===== src/rtl/instr_fetch_unit.sv =====
`default_nettype none
// ============================================================================
//  Module      : instr_fetch_unit
//  Description : Fetch-side initiator for a zero-latency, byte-addressed
//                instruction memory. Holds the fetch PC and captures returned
//                instructions into a small prefetch queue. The queue head is
//                presented to decode with a valid/ready handshake. A redirect
//                flushes the queue and restarts fetch at the target.
//                Optional build macro FETCH_PERF_CNT_EN adds the
//                perf_fetch_cnt and perf_stall_cnt outputs.
//  Revision    : 1.0 - initial release
// ============================================================================
module instr_fetch_unit #(
  parameter int                ADDR_W      = 16,
  parameter int                INSTR_W     = 16,
  parameter int                QUEUE_DEPTH = 2,
  parameter logic [ADDR_W-1:0] RESET_PC    = '0
) (
  input  logic               clk,
  input  logic               rst,
  output logic [ADDR_W-1:0]  imem_addr,
  input  logic [INSTR_W-1:0] imem_instr,
  input  logic               redirect,
  input  logic [ADDR_W-1:0]  redirect_pc,
  output logic               if_valid,
  output logic [INSTR_W-1:0] if_instr,
  output logic [ADDR_W-1:0]  if_pc,
  input  logic               id_ready
`ifdef FETCH_PERF_CNT_EN
  ,
  output logic [31:0]        perf_fetch_cnt,
  output logic [31:0]        perf_stall_cnt
`endif
);

  localparam int PTR_W = $clog2(QUEUE_DEPTH);
  localparam int CNT_W = PTR_W + 1;

  localparam logic [ADDR_W-1:0] c_pc_step   = ADDR_W'(INSTR_W / 8);
  localparam logic [ADDR_W-1:0] c_align_msk = ~ADDR_W'(1);
  localparam logic [CNT_W-1:0]  c_depth     = CNT_W'(QUEUE_DEPTH);

  // Queue occupancy states
  localparam logic [1:0] c_st_empty   = 2'd0;
  localparam logic [1:0] c_st_partial = 2'd1;
  localparam logic [1:0] c_st_full    = 2'd2;

  logic [1:0]         r_state;
  logic [1:0]         w_state_next;
  logic [ADDR_W-1:0]  r_fetch_pc;
  logic [CNT_W-1:0]   r_count;
  logic [CNT_W-1:0]   w_count_next;
  logic [PTR_W-1:0]   r_rd_ptr;
  logic [PTR_W-1:0]   r_wr_ptr;
  logic               w_pop;
  logic               w_push;
  logic [ADDR_W-1:0]  w_redirect_target;

  logic [ADDR_W-1:0]  r_q_pc    [QUEUE_DEPTH];
  logic [INSTR_W-1:0] r_q_instr [QUEUE_DEPTH];

  assign imem_addr = r_fetch_pc;
  assign if_instr  = r_q_instr[r_rd_ptr];
  assign if_pc     = r_q_pc[r_rd_ptr];

  // Handshake decode: pop on accepted head, push whenever there is room
  // (including the slot freed by a same-cycle pop) and no redirect.
  always_comb begin
    w_pop             = if_valid & id_ready;
    w_push            = ~redirect & ((r_count < c_depth) | w_pop);
    w_redirect_target = redirect_pc & c_align_msk;
  end

  // Occupancy state register
  always_ff @(posedge clk or posedge rst) begin
    if (rst) begin
      r_state <= c_st_empty;
    end else begin
      r_state <= w_state_next;
    end
  end

  // Next occupancy: redirect flushes, otherwise count moves by push - pop
  always_comb begin
    w_count_next = r_count;
    if (redirect) begin
      w_count_next = '0;
    end else if (w_push & ~w_pop) begin
      w_count_next = r_count + CNT_W'(1);
    end else if (w_pop & ~w_push) begin
      w_count_next = r_count - CNT_W'(1);
    end

    w_state_next = c_st_partial;
    if (w_count_next == '0) begin
      w_state_next = c_st_empty;
    end else if (w_count_next == c_depth) begin
      w_state_next = c_st_full;
    end
  end

  // Head is valid in any state except EMPTY
  always_comb begin
    if_valid = 1'b0;
    if (r_state != c_st_empty) begin
      if_valid = 1'b1;
    end
  end

  // Fetch PC, occupancy count and queue pointers
  always_ff @(posedge clk or posedge rst) begin
    if (rst) begin
      r_fetch_pc <= RESET_PC;
      r_count    <= '0;
      r_rd_ptr   <= '0;
      r_wr_ptr   <= '0;
    end else begin
      r_count <= w_count_next;
      if (redirect) begin
        r_fetch_pc <= w_redirect_target;
        r_rd_ptr   <= '0;
        r_wr_ptr   <= '0;
      end else begin
        if (w_push) begin
          r_fetch_pc <= r_fetch_pc + c_pc_step;
          r_wr_ptr   <= r_wr_ptr + PTR_W'(1);
        end
        if (w_pop) begin
          r_rd_ptr <= r_rd_ptr + PTR_W'(1);
        end
      end
    end
  end

  // Queue storage: capture {fetch_pc, imem_instr} at the write pointer
  always_ff @(posedge clk or posedge rst) begin
    if (rst) begin
      for (int i = 0; i < QUEUE_DEPTH; i++) begin
        r_q_pc[i]    <= '0;
        r_q_instr[i] <= '0;
      end
    end else if (w_push) begin
      r_q_pc[r_wr_ptr]    <= r_fetch_pc;
      r_q_instr[r_wr_ptr] <= imem_instr;
    end
  end

`ifdef FETCH_PERF_CNT_EN
  // Free-running performance counters; only reset clears them
  always_ff @(posedge clk or posedge rst) begin
    if (rst) begin
      perf_fetch_cnt <= '0;
      perf_stall_cnt <= '0;
    end else begin
      if (w_push) begin
        perf_fetch_cnt <= perf_fetch_cnt + 32'd1;
      end
      if (if_valid & ~id_ready) begin
        perf_stall_cnt <= perf_stall_cnt + 32'd1;
      end
    end
  end
`endif

endmodule
`default_nettype wire


===== config.mk =====
export PLATFORM = sky130hd
export DESIGN_NAME = instr_fetch_unit
export DESIGN_NICKNAME = d
export VERILOG_FILES = /design/src/rtl/instr_fetch_unit.sv
export SDC_FILE = /design/constraint.sdc
export NUM_CORES = 1
export LEC_CHECK = 0
export CAP_MARGIN = 20
export CORE_UTILIZATION = 46
export DETAILED_ROUTE_END_ITERATION = 7
export PLACE_DENSITY = 0.73
export SLEW_MARGIN = 20
export SYNTH_ARGS = -nofsm -noshare
export SYNTH_HDL_FRONTEND = slang
export SYNTH_SLANG_ARGS = --single-unit

===== constraint.sdc =====
create_clock -name clk -period 2.7 [get_ports clk]
set_clock_uncertainty 0.05 [all_clocks]
set_input_delay 0.54 -clock clk [delete_from_list [all_inputs] [get_ports clk]]
set_output_delay 0.54 -clock clk [all_outputs]
set_load 0.1 [all_outputs]

# [Word-level counts from Yosys, hierarchy flattened]
# Index checks and enable logic that the tools add are counted.
[word_totals] register_bits=86
[op_classes] eq_ne=1 addsub=5 n_bitwise=10 reduce_logical=5 muxes=22 n_lt_le_gt_ge=4
[op_table] op="2-to-1 mux 16 bit" n=9
[op_table] op="bitwise mux 32 bit" n=2
[op_table] op="adder 16 x 2 -> 16 bit, second input constant" n=1
[op_table] op="demux 16 bit (select 1 bit)" n=1
[op_table] op="2-to-1 mux 2 bit" n=5
[op_table] op="nonzero test 2 bit" n=3
[op_table] op="2-to-1 mux 1 bit" n=5
[op_table] op="AND 1 bit" n=4
[op_table] op="greater-or-equal comparator 2 bit, second input constant" n=2
[op_table] op="inverter 1 -> 2 bit" n=2
[op_table] op="inverter 1 bit" n=3
[op_table] op="adder 1 bit, second input constant" n=2
[op_table] op="adder 2 x 1 -> 2 bit, second input constant" n=1
[op_table] op="equality test 2 bit, second input constant" n=1
[op_table] op="logical NOT 2 bit" n=1
[op_table] op="< comparator 2 x 1 -> 1 bit, second input constant" n=1
[op_table] op="< comparator 2 bit, second input constant" n=1
[op_table] op="subtractor 2 x 1 -> 2 bit, second input constant" n=1
[op_table] op="logical AND 1 bit" n=1
[op_table] op="bitwise OR 1 bit" n=1

# [Depth between registers and ports, before layout]
[depth] word_depth=13 depth_mapped=6 depth_no_buf=5

# [Worst setup path before layout]
# No wires, ideal clock.
[synth_path] kind="flip-flop to flip-flop" startpoint="register r_fetch_pc[9] (netlist: imem_addr[9])" endpoint="register r_fetch_pc[14] (netlist: imem_addr[14])" arrival_time_ps=2245 path_stages_with_launch=6 setup_ps=82 synth_period_minus_slack_ps=2377 path_slack_ps=323 path_buffers=1 path_cell_list="dfrtp_1 -> buf_2 -> nand4_1 -> or2_2 -> or4_1 -> a31oi_1"
[synth_via] elab_chain_cells=3
[synth_rtl] element="start: declaration" line_no="50" text="logic [ADDR_W-1:0] r_fetch_pc;"
[synth_rtl] element="start signal: assignment" line_no="120" text="r_fetch_pc <= w_redirect_target;"
[synth_rtl] element="start signal: assignment" line_no="125" text="r_fetch_pc <= r_fetch_pc + c_pc_step;"
[synth_rtl] element="adder 16 x 2 -> 16 bit" line_no="125"
[synth_rtl] element="2-to-1 mux 16 bit" line_no="124" text="if (w_push) begin"
[synth_rtl] element="2-to-1 mux 16 bit" line_no="119" text="if (redirect) begin"
# No other way between the ends. The select of a mux whose other input is x is not followed.
# A chain may end at the register's enable or synchronous reset.

# [Worst setup path in the final report]
[layout_path] startpoint="register r_rd_ptr" endpoint="output port if_instr[11]"
[layout_via] elab_chain_cells=4
[layout_rtl] element="start: declaration" line_no="53" text="logic [PTR_W-1:0] r_rd_ptr;"
[layout_rtl] element="start signal: assignment" line_no="129" text="r_rd_ptr <= r_rd_ptr + PTR_W'(1);"
[layout_rtl] element="inverter 1 -> 2 bit (not written as such)" line_no="63" text="assign if_instr = r_q_instr[r_rd_ptr];"
[layout_rtl] element="2-to-1 mux 16 bit (not written as such) (3 in a row)" line_no="63"
[layout_rtl] element="end: declaration" line_no="26" text="output logic [INSTR_W-1:0] if_instr,"
# No other way between the ends. The select of a mux whose other input is x is not followed.

==> metrics.md <==
| Metric | Value |
|---|---|
| Clk Latency, worst-skew pair | 0.34 ns |
| Post-synthesis cell count | 295 |
| Clock period minus final worst setup slack | between 2 and 2.5 ns |
| Core ar. | slightly below 8000 um^2 |
| Asr flop ratio synth | 1.00 |
| Largest family of logic cells by synthesized area | multiplexers |
| Die area | slightly below 9000 um^2 |
| Final setup fails | 0 |
| HP Class | flip-flop to flip-flop |
| Status | finished, final reports clean |
| Gpl congestion | about 0.76 |
| Rows | 32 |
| Post_cts resized | 0 |
| Maximum clock rate | around 420 MHz |
| # H-tree levels | 3 |
| Initial antenna violation count | 0 |
| Largest delay share family, worst path | flip-flops |
| Worst IR Drop VDD | 572 uV |
| First-pass GRT wire length | 12700 um |
| Worst reg2reg setup slack | 0.70 ns |
| Total global routing overflow | 0 |
| Vias in the first global route | 2547 |
| Clk sinks | 82 |
| Largest cells by area after synthesis | dfrtp_1 54%, mux2_2 27%, xnor2_1 2.1% |
| Post-synthesis mux area share | 0.283 |
| GRT Util Overall | 0.189 |
| Critical Path Sink Type | primary output |
| DRC errors left | 0 |
| # IOs | 85 |
| Synth Flop Type | dfrtp_1 |
| Max clock buf depth | 2 |
| Most frequent cells after synthesis | 91 x mux2_2, 82 x dfrtp_1, 16 x nand2_1, 10 x nor2_1 |
| Pin count of the biggest net entering global routing | 83 |
| Port buffer count | 81 |
| Chip width | between 90 and 100 um |
| Area of the mapped netlist | 3810 um^2 |
| Complex-gate fraction of the synthesized area | 0.0591 |
| CP endpoint | if_instr[11] |
| Vias/cell | between 5 and 6 |
| Post-synthesis adder-cell area fraction | 0.00328 |
| Maxcap violations | 0 |
| Number of flops mapped to enable cells by yosys | 0 |
| Iter 0 DRT Violations | 110 |
| Startpoint Class | flip-flop |
| CTS tree | done |
| Final hold vios | 0 |
| RSZ-0062 raised after global routing | no |
| Synth cell types | 38 |
| CTS Buf Count | 9 |
| Critical-path cell list | buf_12 -> mux2_2 -> buf_12 |
| Layout cells sized above 1 | 0.445 |
| Synth Area in XOR/XNOR | 0.0230 |
| # Post-CTS Setup Buffers | 0 |
| Core Util, Final | 0.661 |
| Syn-to-layout area delta | 36.9% |
| Relative slew slack | 0.639 |
| Iteration count of the initial detailed-routing pass | 4 |
| WP data arrival | 1.79 ns |
| Via Count | around 2600 |
| Yosys top cell area share | 0.538 |
| Die height | 93.0 um |
| Critical Path Most Common Cell | buf_12 |
| Worst Max-Slew Pin Slew | 0.528 ns |
| Worst Hold Depth | 1 |
| Area leader, netlist | dfrtp_1 |
| Nets | 415 |
| Crit path max fanout | 25 |
| Post-route ant nets | 0 |
| Crit Path Class | flip-flop to primary output |
| Root buffer cell | clkbuf_8 |
| Worst Path Required | ~2.1 ns |
| Crit-path max cell delay | ~0.61 ns |
| Synthesis-stage register bit count | 82 |
| Warnings from Yosys | 0 |
| Setup crit start | r_rd_ptr$_DFFE_PP0P_ |
| Post-route setup TNS | 0 ns |
| Count leader, synth | mux2_2 |
| Worst reg2reg path depth | 5 |
| Worst path slowest cell | dfrtp_1 |
| Routed WL | 7560 um |
| Crit path buffers/inverters | 2 |
| Clk pin slew, worst setup/hold paths | 0.08 ns |
| Synth Area in Simple Gates | 0.0588 |
| Leak | 2.17 nW |
| Pwr per Cell Area | 1040 nW/um^2 |
| CP Depth | 3 |
| Initial Util | 0.483 |
| DR WL/cell | 15.6 um |
| Period utilisation layout | 0.881 |
| Post-DP HPWL | around 5300 um |
| Hold buffers post-CTS | 0 |
| Terminus of the critical flop-to-flop path | r_q_instr[9]$_DFFE_PP0P_ |
| Final Max Tran Viols | 0 |
| Worst r2r src | r_state[0]$_DFF_PP0_ |
| N_diodes | 0 |
| Syn_area_per_cell | 12.9 um^2 |
| Seq/Total Area, Yosys | 0.538 |
kinds of logic after synthesis:
kind of cell,Yosys count
mux,96
simple gates,44
flops,82
xor+xnor,10
fa+ha+maj,1
compound gates,32
other cells,1
buf+inv,29
registers in the layout (all words and copies together), names as in the netlist:
signal	cells
r_count	1
r_wr_ptr	1
r_q_instr	32
imem_addr	15
r_rd_ptr	1
r_q_pc	30
r_state	2
per-stage QoR:
stage	power, mW	area (um^2)	hold WS [ns]	instances	worst slack (ns)
5_1_grt	5.67	5220	0.457	484	0.270
6_report	5.44	5220	0.440	484	0.321
2_1_floorplan	3.76	3810	0.402	296	0.00156
3_3_place_gp	4.68	5060	0.413	469	0.169
4_1_cts	5.50	5220	0.444	484	0.294
3_5_place_dp	4.75	5060	0.426	469	0.154
cell type report:
type / instances / area, um^2
fill: 611 / 2670
timing repair buffer: 90 / 1200
tap: 102 / 128
clock buffer: 9 / 124
sequential: 82 / 2050
inverter: 10 / 38.8
multi-input combinational: 185 / 1640
clock inverter: 6 / 35.0
per-layer routing:
layer  part of all wire  vias up  GRT usage  routed length, um
li1                   -     1205          -                  -
met2               0.49       64      0.305               3730
met1               0.44     1280      0.257               3330
met4              0.014        0     0.0577                103
met5                  0        -          0                  0
met3              0.053        9     0.0423                401
cell usage in the layout, fill, tap and decap left out, types with 2 or more instances in the layout:
| master | count |
|---|---|
| mux2_2 | 91 |
| dfrtp_1 | 82 |
| buf_12 | 35 |
| clkdlybuf4s50_1 | 34 |
| buf_4 | 21 |
| nand2_1 | 16 |
| nor2_1 | 10 |
| xnor2_1 | 9 |
| clkbuf_8 | 9 |
| o21ai_0 | 8 |
| inv_1 | 8 |
| clkinv_2 | 5 |
| a21oi_1 | 4 |
| a211oi_1 | 4 |
| a31oi_1 | 4 |
| o21ai_1 | 3 |
| mux2i_1 | 3 |
| nand3_1 | 3 |
| o31ai_1 | 3 |
| or4_1 | 3 |
| nor3_1 | 3 |
| nand4_1 | 2 |
| or2_2 | 2 |
| mux2_1 | 2 |
| conb_1 | 2 |
| clkinvlp_4 | 2 |
worst min path at each step:
stage | from | to | slack, ns
2_1_floorplan | r_q_instr[9]$_DFFE_PP0P_ | r_q_instr[9]$_DFFE_PP0P_ | 0.40
3_3_place_gp | r_q_pc[2]$_DFFE_PP0P_ | r_q_pc[2]$_DFFE_PP0P_ | 0.41
3_5_place_dp | r_q_instr[9]$_DFFE_PP0P_ | r_q_instr[9]$_DFFE_PP0P_ | 0.43
4_1_cts | r_q_instr[9]$_DFFE_PP0P_ | r_q_instr[9]$_DFFE_PP0P_ | 0.44
5_1_grt | r_q_instr[9]$_DFFE_PP0P_ | r_q_instr[9]$_DFFE_PP0P_ | 0.46
6_report | r_q_instr[9]$_DFFE_PP0P_ | r_q_instr[9]$_DFFE_PP0P_ | 0.44
power breakdown:
part	switching (mW)	internal, mW	total [mW]	leakage [nW]
logic	1.82	1.12	2.94	1.12
registers	0.205	1.55	1.76	0.967
clock network	0.421	0.322	0.743	0.0806
Power figures use the tool's default switching activity.
